$ cat config.mk
export PLATFORM = sky130hd
export DESIGN_NAME = res_bram_reader
export DESIGN_NICKNAME = d
export VERILOG_FILES = /design/src/rtl/res_bram_reader.sv
export SDC_FILE = /design/constraint.sdc
export NUM_CORES = 1
export LEC_CHECK = 0
export CAP_MARGIN = 40
export CORE_MARGIN = 2
export CORE_UTILIZATION = 48
export CTS_BUF_LIST = sky130_fd_sc_hd__clkbuf_16
export CTS_CLUSTER_DIAMETER = 50
export DETAILED_ROUTE_END_ITERATION = 7
export PLACE_DENSITY = 0.86
export SYNTH_ARGS = -nofsm -noshare
export SYNTH_HDL_FRONTEND = slang
export SYNTH_SLANG_ARGS = --single-unit
$ cat constraint.sdc
create_clock -name clk -period 2.9 [get_ports clk]
set_input_delay 0.725 -clock clk [delete_from_list [all_inputs] [get_ports clk]]
set_output_delay 0.725 -clock clk [all_outputs]
set_load 0.005 [all_outputs]
$ cat src/rtl/res_bram_reader.sv
// Read-side sequencer for the result accumulator BRAM: streams rows 0..num_rows-1
// out of a registered-output BRAM onto a valid/ready stream via a 2-entry FIFO.
module res_bram_reader #(
    parameter int DATA_WIDTH = 32,
    parameter int DEPTH      = 1024,
    parameter int ADDR_WIDTH = 10
) (
    input  logic                         clk,
    input  logic                         rst,
    input  logic                         start,
    input  logic [ADDR_WIDTH:0]          num_rows,
    output logic                         busy,
    output logic                         done,
    output logic                         bram_rd_en,
    output logic [ADDR_WIDTH-1:0]        bram_rd_addr,
    input  logic signed [DATA_WIDTH-1:0] bram_rd_data,
    output logic                         out_valid,
    input  logic                         out_ready,
    output logic signed [DATA_WIDTH-1:0] out_data,
    output logic [ADDR_WIDTH-1:0]        out_index,
    output logic                         out_last
);

    localparam logic [1:0] S_IDLE = 2'd0;
    localparam logic [1:0] S_RUN  = 2'd1;
    localparam logic [1:0] S_FIN  = 2'd2;

    localparam logic [ADDR_WIDTH:0] MAX_ROWS = (ADDR_WIDTH + 1)'(DEPTH);

    logic [1:0]            r_state;
    logic [ADDR_WIDTH:0]   r_total;
    logic [ADDR_WIDTH:0]   r_issued;
    logic                  r_inflight;
    logic [ADDR_WIDTH-1:0] r_inflightIdx;

    logic signed [DATA_WIDTH-1:0] r_fifoData [2];
    logic [ADDR_WIDTH-1:0]        r_fifoIdx  [2];
    logic                         r_wrPtr;
    logic                         r_rdPtr;
    logic [1:0]                   r_count;

    logic                  w_pop;
    logic                  w_push;
    logic                  w_rdEn;
    logic                  w_last;
    logic [2:0]            w_occupancy;
    logic [ADDR_WIDTH:0]   w_clampedRows;
    logic [ADDR_WIDTH:0]   w_headIdxWide;

    assign w_pop         = out_valid & out_ready;
    assign w_push        = r_inflight;
    assign w_headIdxWide = {1'b0, r_fifoIdx[r_rdPtr]};
    assign w_clampedRows = (num_rows > MAX_ROWS) ? MAX_ROWS : num_rows;

    // Entries already owed to the FIFO (stored + in flight) after this cycle's pop.
    assign w_occupancy = {1'b0, r_count} + {2'b00, r_inflight} - {2'b00, w_pop};

    always_comb begin
        w_rdEn = 1'b0;
        if (r_state == S_RUN && r_issued < r_total && w_occupancy < 3'd2) begin
            w_rdEn = 1'b1;
        end
    end

    assign w_last = (r_count != 2'd0) && (w_headIdxWide == r_total - 1'b1);

    assign bram_rd_en   = w_rdEn;
    assign bram_rd_addr = r_issued[ADDR_WIDTH-1:0];
    assign out_valid    = (r_count != 2'd0);
    assign out_data     = r_fifoData[r_rdPtr];
    assign out_index    = r_fifoIdx[r_rdPtr];
    assign out_last     = w_last;
    assign busy         = (r_state == S_RUN) || (r_state == S_FIN);
    assign done         = (r_state == S_FIN);

    always_ff @(posedge clk) begin
        if (rst) begin
            r_state  <= S_IDLE;
            r_total  <= '0;
            r_issued <= '0;
        end else begin
            case (r_state)
                S_IDLE: begin
                    if (start) begin
                        r_total  <= w_clampedRows;
                        r_issued <= '0;
                        r_state  <= (w_clampedRows == '0) ? S_FIN : S_RUN;
                    end
                end
                S_RUN: begin
                    if (w_rdEn) begin
                        r_issued <= r_issued + 1'b1;
                    end
                    if (w_pop && w_last) begin
                        r_state <= S_FIN;
                    end
                end
                S_FIN: begin
                    r_state <= S_IDLE;
                end
                default: begin
                    r_state <= S_IDLE;
                end
            endcase
        end
    end

    // Read data returns one cycle after the enable; remember which row it belongs to.
    always_ff @(posedge clk) begin
        if (rst) begin
            r_inflight    <= 1'b0;
            r_inflightIdx <= '0;
        end else begin
            r_inflight    <= w_rdEn;
            r_inflightIdx <= bram_rd_addr;
        end
    end

    always_ff @(posedge clk) begin
        if (rst) begin
            r_fifoData[0] <= '0;
            r_fifoData[1] <= '0;
            r_fifoIdx[0]  <= '0;
            r_fifoIdx[1]  <= '0;
            r_wrPtr       <= 1'b0;
            r_rdPtr       <= 1'b0;
            r_count       <= 2'd0;
        end else begin
            if (w_push && !w_pop) begin
                assert (r_count != 2'd2);
            end
            if (w_push) begin
                r_fifoData[r_wrPtr] <= bram_rd_data;
                r_fifoIdx[r_wrPtr]  <= r_inflightIdx;
                r_wrPtr             <= ~r_wrPtr;
            end
            if (w_pop) begin
                r_rdPtr <= ~r_rdPtr;
            end
            case ({w_push, w_pop})
                2'b10:   r_count <= r_count + 2'd1;
                2'b01:   r_count <= r_count - 2'd1;
                default: r_count <= r_count;
            endcase
        end
    end

endmodule

# Yosys cells after proc, flatten, opt, wreduce, memory -nomap -nowiden
# Memories as Yosys holds them, arrays and structs flattened. A register that Yosys moved wholly into a read port is not among the register bits.
# Cells that the tools add are included.
# totals
input_bits	47
ram_bits	84
regBits	39
mem_count	2
out_inout_bits	57
# classes
bitwise	3
eq_ne	8
order_cmp	3
reduce_logical	15
muxes	25
add_sub_neg	6
# mem_list
memory	depth	word_bits	rd	rd_ports_with_merged_regs	write_ports	line	rtl
r_fifoData	2	32	1	1	2	36	logic signed [DATA_WIDTH-1:0] r_fifoData [2];
r_fifoIdx	2	10	1	1	2	37	logic [ADDR_WIDTH-1:0] r_fifoIdx [2];
# op_table
op	n
$mux 11	3
$mux 32	1
$reduce_or 32->1	1
$pmux 11 s2	1
$mux 1	14
$add 11x1->11 const B	1
$eq 10x11->1	1
$gt 11x11->1 const B	1
$logic_not 11->1	1
$lt 11x11->1	1
$sub 11x1->11 const B	1
$mux 10	1
$reduce_or 10->1	1
$pmux 2 s2	2
$mux 2	3
$reduce_bool 2->1	3
$eq 2x1->1 const B	2
$eq 2x2->1 const B	2
$logic_and 1x1->1	4
$ne 2x2->1 const B	2
$reduce_and 2->1	2
$add 2x1->3	1
$lt 3x2->1 const B	1
$reduce_and 3->1	1
8 further kinds	9

# Logic depth before layout (Yosys ltp)
# Gate-level depths: netlist of run 1.
# logic_depth
word_depth	8
ltp_mapped	14
depth_no_buf	13

# Worst setup path after synthesis of run 1
# OpenSTA, ideal clock, no wires.
# synth_path
kind	input port to flip-flop
startpoint	in out_ready
endpoint	reg r_issued[6]
setup_ns	0.070
n_path_buf	1
arrival_time_ns	2.974
cell_stages	12
slack_ns	-0.144
required_ns	2.830
cell_sequence	nand2_1 inv_1 ha_1 nor2_1 fa_1 nor3_1 o211ai_1 o2bb2ai_1 a221oi_2 buf_2 nand4_1 a21oi_1
# synth_between
elab_chain_cells	7
# synth_lines
element	line	rtl
start, declared	18	input logic out_ready,
$and 1x1->1	50	assign w_pop = out_valid & out_ready;
net w_pop	42	logic w_pop;
$sub 3x1->3	56	assign w_occupancy = {1'b0, r_count} + {2'b00, r_inflight} - {2'b00, w_pop};
$lt 3x2->1	60	if (r_state == S_RUN && r_issued < r_total && w_occupancy < 3'd2) begin
$logic_and 1x1->1	60	
$mux 1	60	
$ne 2x2->1 (no source line)	--	
$reduce_and 3->1 (no source line)	--	
end signal, assigned	92	r_issued <= r_issued + 1'b1;
end, declared	32	logic [ADDR_WIDTH:0] r_issued;
# The timed path passes the listed nets, and every way through them passes these cells.
# A chain may end at the register's enable or synchronous reset.

# Final worst setup path of run 1
# layout_path
startpoint	reg r_count[1]
endpoint	out bram_rd_en
# layout_between
elab_chain_cells	6
elab_cells_between_ends	7
# layout_lines
element	line	rtl
start, declared	40	logic [1:0] r_count;
start signal, assigned	141	2'b10: r_count <= r_count + 2'd1;
start signal, assigned	142	2'b01: r_count <= r_count - 2'd1;
start signal, assigned	143	default: r_count <= r_count;
$reduce_bool 2->1	69	assign out_valid = (r_count != 2'd0);
$and 1x1->1	50	
net w_pop	42	
$sub 3x1->3	56	
$lt 3x2->1	60	
$logic_and 1x1->1	60	
$mux 1	60	
end, declared	14	output logic bram_rd_en,
# The timed path passes the listed nets, and every way through them passes these cells.

==> impl_metrics.toml, run 1 <==
[finish]
regArea_um2 = 3330
stdcell_count = 858
layout-drive-gt1-share_pct = 24.9
final_net_count = 738
fillCellCount = 887
syn_to_final_growth_pct = 37.9
multi_input_area_um2 = 2560
antennaDiodeCount = 0

[synthesis]
post-synth-top-area-fraction_pct = 41.6
synth_cell_types = 53
synthTopCellsByArea = "edfxtp_1 (42%), dfxtp_1 (13%), and2_1 (8.8%)"
synthTopCellsByCount = "and2_1 (85), edfxtp_1 (84), dfxtp_1 (40), mux2_2 (36), inv_1 (35)"
synth_edf_count = 84
yosysSeqAreaShare_pct = 54.8
synth_most_common_cell = "and2_1"
synth_nets = 588
async_flop_share_pct = 0
yosysTopAreaCell = "edfxtp_1"
syn_area_per_cell_um2 = 11.6
yosys_register_bits = 124
ys_warn_count = 0
synthCells = 523
syn_area_um2 = 6060
synth_flop_cell = "edfxtp_1"

[setup_path]
crit_buf_inv = 3
crit_chain = "or2_4 > nand2_8 > inv_6 > ha_4 > nor2_4 > fa_2 > nor3_2 > o211ai_1 > o21bai_4 > inv_2 > buf_2"
rrSetupSlack_ns = -0.02
r2r_cells = 16
end_kind = "output pin"
crit_fanout = 2
slowest_stage = "fa_2"
startpoint_type = "register"
worstReg2RegStart = "r_count[1]$_SDFFE_PP0P_"
cp.arrival_ns = 2.55
worst_path_largest_cell_delay_ns = 0.44
critical_path_class = "register to output pin"
r2r_end = "r_issued[1]$_SDFFE_PP0P_"
cp_data_required_time_ns = 2.17
cp_num_cells = 11
crit_family = "adder cells"

[drt]
ant_nets = 0
vias_per_cell = 5.26
vias = 4511
drc_errors = 0
drt_iter0_markers = 343
drt_first_pass_iters = 4
wl_per_cell_um = 16.7
wl_um = 14300

[floorplanning]
fp.dieArea_um2 = 13500
core_um2 = 12500
rows = 41
die_h_um = 116
dieWidth_um = 116
pin_count = 104
start_util_pct = 48.6

[power_and_ir_drop]
leakage_nw = 3.27
vdd_ir_drop_max_v = 0.000499
p_total_mw = 6.01
p_per_area_nw_per_um2 = 719

[clock_tree]
insertion_delay_ns = 0.42
cts-root-buf = "clkbuf_16"
cts_buffer_depth = 2
cts.sinks = 124
cts_tree = "yes"
cts_buffers = 17
htree_levels = 4
cts_hold_buffers = 0
clkTransAtPathRegs_ns = 0.06

[sta]
layout_min_cycle_time_ns = 3.27
finalClockSkew_ns = 0.00724
slew_headroom_pct = 70.8
hold_viol_final = 0
tightestPinTransition_ns = 0.434
rsz0062_at_grt = "yes"
period_share_pct = 113
finalSetupViolCount = 5
fmax_mhz = 306
setup_ws_ns = -0.372
slew_violations = 0

[global_routing]
grt_pass1_wl_um = 22100
grt_pass1_vias = 4604
grt_usage_pct = 21.8
antenna_found_initial = 0
grt_max_degree = 43
grt.overflow.total = 0

[placement]
portBuffers = 103
dp_hpwl_um = 9760
place_inst = 819
routabilityCongestion = 0.922

[min_path]
hold_depth = 2
worst_hold_path_type = "register to register"
min-delay-start = "r_rdPtr$_SDFFE_PP0P_"

[status]
violations = "setup timing"
status = "complete, but fails checks"

[flow_run]
cap_violations = 0
-- registers in the layout, summed over array words and instances, names as in the netlist, named ones only --
signal / count
r_state: 2
r_issued: 11
r_rdPtr: 1
r_count: 2
r_inflightIdx: 10
r_fifoIdx: 20
r_total: 11
r_wrPtr: 1
r_fifoData: 64
r_inflight: 1
-- power breakdown --
part           internal (mW)  switching (mW)  leakage (nW)
logic                  0.989           0.785          1.78
registers               2.04          0.0734          1.20
clock network           1.35           0.778         0.295
-- worst max path at each step --
| stage | slack (ns) | startpoint | to |
|---|---|---|---|
| finish | -0.37 | r_count[1]$_SDFFE_PP0P_ | bram_rd_en |
| global route | -0.49 | r_count[1]$_SDFFE_PP0P_ | bram_rd_en |
| CTS | -0.41 | r_count[0]$_SDFFE_PP0P_ | bram_rd_en |
| detailed placement | -1.08 | out_ready | bram_rd_en |
| global placement | -1.03 | out_ready | bram_rd_en |
| floorplan | 0.007 | out_ready | r_issued[3]$_SDFFE_PP0P_ |
-- repair_timing --
item / in CTS / in global routing
buffers inserted: 4 / 1
gates cloned: 2 / 0
endpoints found under the hold margin: 0 / 0
pin swaps: 13 / 10
setup endpoints to repair: 34 / 19
gates resized for setup: 28 / 18
-- cell usage in the layout (no fill, tap or decap), types with 11 or more instances in the layout --
cell type        count
nand2_1             11
ha_1                15
dfxtp_1             36
mux2_2              36
xnor2_1             12
clkbuf_16           17
and2_1              85
nor2_1              29
a21oi_1             27
clkdlybuf4s50_1    100
edfxtp_1            84
buf_4               55
inv_1               32
-- layer usage --
layer	vias to the layer above	part of all wire, %	wire [um]	GRT usage [%]
met5	-	0	0	0
met4	0	2.7	392	9.52
met3	35	6.6	950	6.28
met2	167	49	7070	37.6
met1	2176	41	5890	25.2
li1	2133	-	-	-
-- final cells by class --
class / instances / share of cell area (%)
Timing Repair Buffer: 165 / 18.2
Tap cell: 172 / 2.57
Sequential cell: 124 / 39.8
Clock buffer: 17 / 5.09
Multi-Input combinational cell: 330 / 30.6
Clock inverter: 15 / 2.07
Inverter: 35 / 1.63
-- worst min-delay path, cell delays in order, from the launching register on --
cell and delay (ns):
dfxtp_1 0.32, xor2_1 0.09, nor2_1 0.07
-- metrics by stage --
stage	area, um^2	setup TNS (ns)	hold slack [ns]	util [%]	setup WS, ns
detailed placement	7600	-8.87	0.485	61.0	-1.08
finish	8360	-0.585	0.520	67.1	-0.372
global placement	7600	-7.88	0.488	61.0	-1.03
CTS	8290	-0.580	0.521	66.5	-0.411
floorplan	6110	0	0.472	-	0.00741
global route	8360	-2.08	0.550	67.1	-0.489
-- logic make-up after synthesis --
group           share of synthesized area (%)
compound gates                           6.79
xor+xnor                                 2.85
fa+ha+maj                                3.84
buf+inv                                  5.26
flops                                    54.8
mux                                      7.93
simple gates                             18.5
No activity file was read; power rests on OpenSTA's default activity.
==> run 2: changes to the inputs <==
--- a/config.mk
+++ b/config.mk
@@ -11,6 +11,7 @@
 export CTS_BUF_LIST = sky130_fd_sc_hd__clkbuf_16
 export CTS_CLUSTER_DIAMETER = 50
 export DETAILED_ROUTE_END_ITERATION = 7
+export MAX_ROUTING_LAYER = met4
 export PLACE_DENSITY = 0.86
 export SYNTH_ARGS = -nofsm -noshare
 export SYNTH_HDL_FRONTEND = slang
==> run 2 against run 1 <==
Net effect: the run still ends with setup timing left; largest power group is now sequential cells; flip-flop and latch count is the same; critical path depth is the same; power grew 1.1%; final area grew 1.4%; non-clock buffer count grew 7; via count grew 1.7%; first-iteration DRC count grew 13%; hold slack lost 0.0029 ns; critical endpoint unchanged; fmax grew 0.71%; sequential share of layout area shrank 0.50 points; largest cell class unchanged; clock power shrank 2%.
==> impl_metrics.toml, run 2 (synthesized netlist as in run 1, its figures left out) <==
[sta]
layout_min_cycle_time_ns = 3.25
finalSetupViolCount = 7
hold_viol_final = 0
setup_ws_ns = -0.349
tightestPinTransition_ns = 0.473
period_share_pct = 112
slew_headroom_pct = 68.1
fmax_mhz = 308
finalClockSkew_ns = 0.00636
slew_violations = 0
rsz0062_at_grt = "yes"

[power_and_ir_drop]
vdd_ir_drop_max_v = 0.000431
p_switching_mw = 1.65
p_total_mw = 6.07
leakage_nw = 3.34
clkPwrFrac_pct = 34.3
p_int_mw = 4.42
combPwrFrac_pct = 30.9
p_seq_share_pct = 34.8
swShare_pct = 27.2
p_per_area_nw_per_um2 = 716

[finish]
largest_reg_flops = 64
reg_top3 = "r_fifoData: 64 flops, r_fifoIdx: 20 flops"
fin_area_um2 = 8480
stdcell_count = 865
final_core_util_pct = 68.0
top_register = "r_fifoData"
final_net_count = 745
final_common_cell = "clkdlybuf4s50_1"
antennaDiodeCount = 0
layout_common_cells = "clkdlybuf4s50_1 (100), and2_1 (85), edfxtp_1 (84), buf_4 (58), mux2_2 (36)"
layout-drive-gt1-share_pct = 26.0
syn_to_final_growth_pct = 39.9

[setup_path]
critical_path_class = "register to output pin"
crit_buf_inv = 3
end_kind = "output pin"
r2r_end = "r_issued[2]$_SDFFE_PP0P_"
rrSetupSlack_ns = -0.05
cp.arrival_ns = 2.52
r2r_cells = 15
startpoint_type = "register"
crit_chain = "or2_4 > nand2_8 > inv_4 > ha_4 > nor2_4 > fa_2 > nor3_2 > o211ai_1 > o21bai_4 > inv_1 > buf_2"
cp_data_required_time_ns = 2.17
worst_path_largest_cell_delay_ns = 0.44
worstReg2RegStart = "r_count[0]$_SDFFE_PP0P_"
slowest_stage = "fa_2"
crit_fanout = 2
crit_family = "adder cells"

[global_routing]
grt_pass1_wl_um = 22600
antenna_found_initial = 0
grt_pass1_vias = 4709
grt.overflow.total = 0
grt_max_degree = 43
grt_usage_pct = 23.1

[clock_tree]
htree_levels = 4
cts_buffer_depth = 2
cts_tree = "yes"
cts_hold_buffers = 0
insertion_delay_ns = 0.42
cts.sinks = 124
cts-root-buf = "clkbuf_16"
cts_buffers = 17
clkTransAtPathRegs_ns = 0.05

[placement]
place_inst = 821
portBuffers = 103
dp_hpwl_um = 9920
dpl_cell_area_um2 = 7620
routabilityCongestion = 0.979

[floorplanning]
start_util_pct = 48.6
core_um2 = 12500
rows = 41
die_h_um = 116
dieWidth_um = 116
fp.dieArea_um2 = 13500
pin_count = 104

[status]
status = "complete, but fails checks"
violations = "setup timing"

[min_path]
hold_depth = 1
worst_hold_path_type = "register to register"
min-delay-start = "r_inflightIdx[2]$_SDFF_PP0_"
holdPathEnd = "r_fifoIdx[1][2]$_SDFFCE_PN0P_"

[drt]
vias_per_cell = 5.30
drc_errors = 0
wl_um = 14900
wl_per_cell_um = 17.2
vias = 4587
drt_iter0_markers = 386
drt_first_pass_iters = 5
ant_nets = 0

[flow_run]
cap_violations = 0
[run 2: final cells by class]
cell class | instances | area, um^2
Clock buffer | 17 | 425
Clock inverter | 15 | 158
Fill cell | 865 | 3990
Inverter | 35 | 136
Multi-Input combinational cell | 330 | 2610
Sequential cell | 124 | 3340
Tap cell | 172 | 215
Timing Repair Buffer | 172 | 1600
[run 2: layer usage]
metal | vias up | track usage, % | part of all wire, % | wire [um]
li1 | 2138 | - | - | -
met1 | 2210 | 25.6 | 40 | 6020
met2 | 202 | 38.9 | 50 | 7490
met3 | 37 | 5.81 | 6.5 | 974
met4 | 0 | 11.5 | 2.7 | 396
met5 | - | - | 0 | 0
[run 2: power groups by stage]
| stage | sequential [mW] | combinational [mW] | clock [mW] |
|---|---|---|---|
| final | 2.11 | 1.88 | 2.08 |
| after global routing | 2.12 | 2.01 | 2.17 |
| after CTS | 2.11 | 1.76 | 2.11 |
| after detailed placement | 2.14 | 1.62 | 0 |
| after global placement | 2.13 | 1.57 | 0 |
| after floorplan | 2.12 | 0.882 | 0 |
[run 2: how the worst max path moves through the flow]
stage,startpoint,to,slack [ns],cells past startpoint
2_1_floorplan,out_ready,r_issued[3]$_SDFFE_PP0P_,0.007,12
3_3_place_gp,out_ready,bram_rd_en,-1.04,11
3_5_place_dp,out_ready,bram_rd_en,-1.12,11
4_1_cts,r_count[0]$_SDFFE_PP0P_,bram_rd_en,-0.37,11
5_1_grt,r_count[0]$_SDFFE_PP0P_,bram_rd_en,-0.45,11
6_report,r_count[0]$_SDFFE_PP0P_,bram_rd_en,-0.35,11
[run 2: repair_timing]
item | in CTS | in global routing
pin swaps | 12 | 16
gates resized for setup | 37 | 23
endpoints found under the setup margin | 35 | 14
buffers inserted | 7 | 3
gates cloned | 2 | 0
[run 2: stage by stage]
step / setup WS [ns] / setup TNS (ns) / hold slack (ns)
2_1_floorplan: 0.00741 / 0 / 0.472
3_3_place_gp: -1.04 / -7.92 / 0.488
3_5_place_dp: -1.12 / -9.53 / 0.486
4_1_cts: -0.367 / -0.514 / 0.510
5_1_grt: -0.450 / -1.87 / 0.534
6_report: -0.349 / -0.621 / 0.517
==> run 3: changes to the inputs <==
--- a/config.mk
+++ b/config.mk
@@ -13,6 +13,7 @@
 export DETAILED_ROUTE_END_ITERATION = 7
 export MAX_ROUTING_LAYER = met4
 export PLACE_DENSITY = 0.86
+export SETUP_SLACK_MARGIN = 0.15
 export SYNTH_ARGS = -nofsm -noshare
 export SYNTH_HDL_FRONTEND = slang
 export SYNTH_SLANG_ARGS = --single-unit
==> run 3 against run 2 <==
Net effect: the flow still finishes with violations (setup timing); final cell count decreased by 1.7%; power increased by 0.89%; global-route usage shrank 0.91 points; clock power is 8% higher; critical endpoint unchanged; largest cell class unchanged; largest power group is now the clock network; highest routed layer unchanged.
==> impl_metrics.toml, run 3 (synthesized netlist as in run 1, its figures left out) <==
[finish]
fin_area_um2 = 8380
syn_to_final_growth_pct = 38.2
fillCellCount = 860
final_net_count = 730
regArea_um2 = 3330
layout_common_cells = "clkdlybuf4s50_1 (95), and2_1 (85), edfxtp_1 (84), buf_4 (44), dfxtp_1 (36)"
layout-drive-gt1-share_pct = 23.9
final_common_cell = "clkdlybuf4s50_1"
antennaDiodeCount = 0
top_register = "r_fifoData"
multi_input_area_um2 = 2590
reg_top3 = "r_fifoData: 64 flops, r_fifoIdx: 20 flops"
largest_reg_flops = 64

[placement]
dpl_cell_area_um2 = 7540
portBuffers = 103
dp_hpwl_um = 9800
routabilityCongestion = 0.867

[setup_path]
critical_path_class = "input port to output pin"
rrSetupSlack_ns = 0.06
end_kind = "output pin"
startpoint_type = "input port"
crit_fanout = 2
cp_data_required_time_ns = 2.17
cp.arrival_ns = 2.46

[power_and_ir_drop]
vdd_ir_drop_max_v = 0.000455
p_per_area_nw_per_um2 = 731
leakage_nw = 3.27
p_total_mw = 6.13

[sta]
setup_ws_ns = -0.288
layout_min_cycle_time_ns = 3.19
fmax_mhz = 314
slew_violations = 0
finalSetupViolCount = 2
rsz0062_at_grt = "yes"
slew_headroom_pct = 52.9
period_share_pct = 110
finalSetupTns_ns = -0.353
finalClockSkew_ns = 0.00859
hold_viol_final = 0
tightestPinTransition_ns = 0.705

[clock_tree]
cts_buffer_depth = 2
cts_buffers = 17
insertion_delay_ns = 0.41
cts_hold_buffers = 0
clkTransAtPathRegs_ns = 0.06
cts.sinks = 124
htree_levels = 4
cts_tree = "yes"
cts-root-buf = "clkbuf_16"

[drt]
wl_um = 14700
vias_per_cell = 5.23
wl_per_cell_um = 17.2
ant_nets = 0
vias = 4449
drt_first_pass_iters = 4
drt_iter0_markers = 303
drc_errors = 0

[floorplanning]
dieWidth_um = 116
die_h_um = 116
pin_count = 104
core_um2 = 12500
rows = 41
fp.dieArea_um2 = 13500
start_util_pct = 48.6

[global_routing]
grt_pass1_vias = 4552
grt_usage_pct = 22.2
antenna_found_initial = 0
grt_max_degree = 43
grt_pass1_wl_um = 22100
grt.overflow.total = 0

[status]
status = "complete, but fails checks"
violations = "setup timing"

[min_path]
worst_hold_path_type = "register to register"

[flow_run]
cap_violations = 0
## run 3: stage by stage
stage                     util, %  setup WS, ns  hold WS (ns)  instances
after CTS                    66.4        -0.290         0.499        848
after global routing         67.2        -0.362         0.531        850
after floorplan                 -        0.0174         0.472        523
after global placement       60.5         -1.02         0.481        807
final                        67.2        -0.288         0.507        850
after detailed placement     60.5         -1.04         0.490        807
## run 3: layer usage
metal / vias up / GRT usage (%) / part of all wire [%]
li1: 2113 / - / -
met1: 2161 / 25.0 / 40
met2: 145 / 39.3 / 53
met3: 30 / 4.36 / 5.1
met4: 0 / 8.02 / 1.9
met5: - / - / 0
## run 3: where the power goes
part	internal, mW	switching (mW)	leakage (nW)
Combinational	0.969	0.804	1.77
Sequential	2.03	0.0748	1.20
Clock	1.39	0.856	0.306
Total	4.39	1.73	3.27
## run 3: what timing repair did
item	in CTS	in global routing
hold endpoints to repair	0	0
pin swaps	14	10
resized for setup	31	16
cloned	1	0
buffers inserted	8	2
setup endpoints to repair	40	16
## run 3: path summary, 6_finish.rpt
path                       startpoint                        to  cells after the start
min          r_total[10]$_SDFFE_PP0P_  r_total[10]$_SDFFE_PP0P_                      2
max                         out_ready                bram_rd_en                     11
min reg2reg  r_total[10]$_SDFFE_PP0P_  r_total[10]$_SDFFE_PP0P_                      2
max reg2reg   r_count[0]$_SDFFE_PP0P_  r_issued[4]$_SDFFE_PP0P_                     14
## run 3: final cells by class
type | instances | area share, %
multi-input combinational | 330 | 30.9
timing repair buffer | 157 | 17.7
inverter | 35 | 1.63
tap | 172 | 2.57
sequential | 124 | 39.8
clock inverter | 15 | 2.40
clock buffer | 17 | 5.08
## run 3: critical path, stage by stage
cell	delay, ns
clkdlybuf4s15_1	0.24
nand2_8	0.11
inv_6	0.03
ha_4	0.21
nor2_4	0.08
fa_2	0.44
nor3_2	0.15
o211ai_1	0.13
o21bai_4	0.20
inv_1	0.05
buf_2	0.10
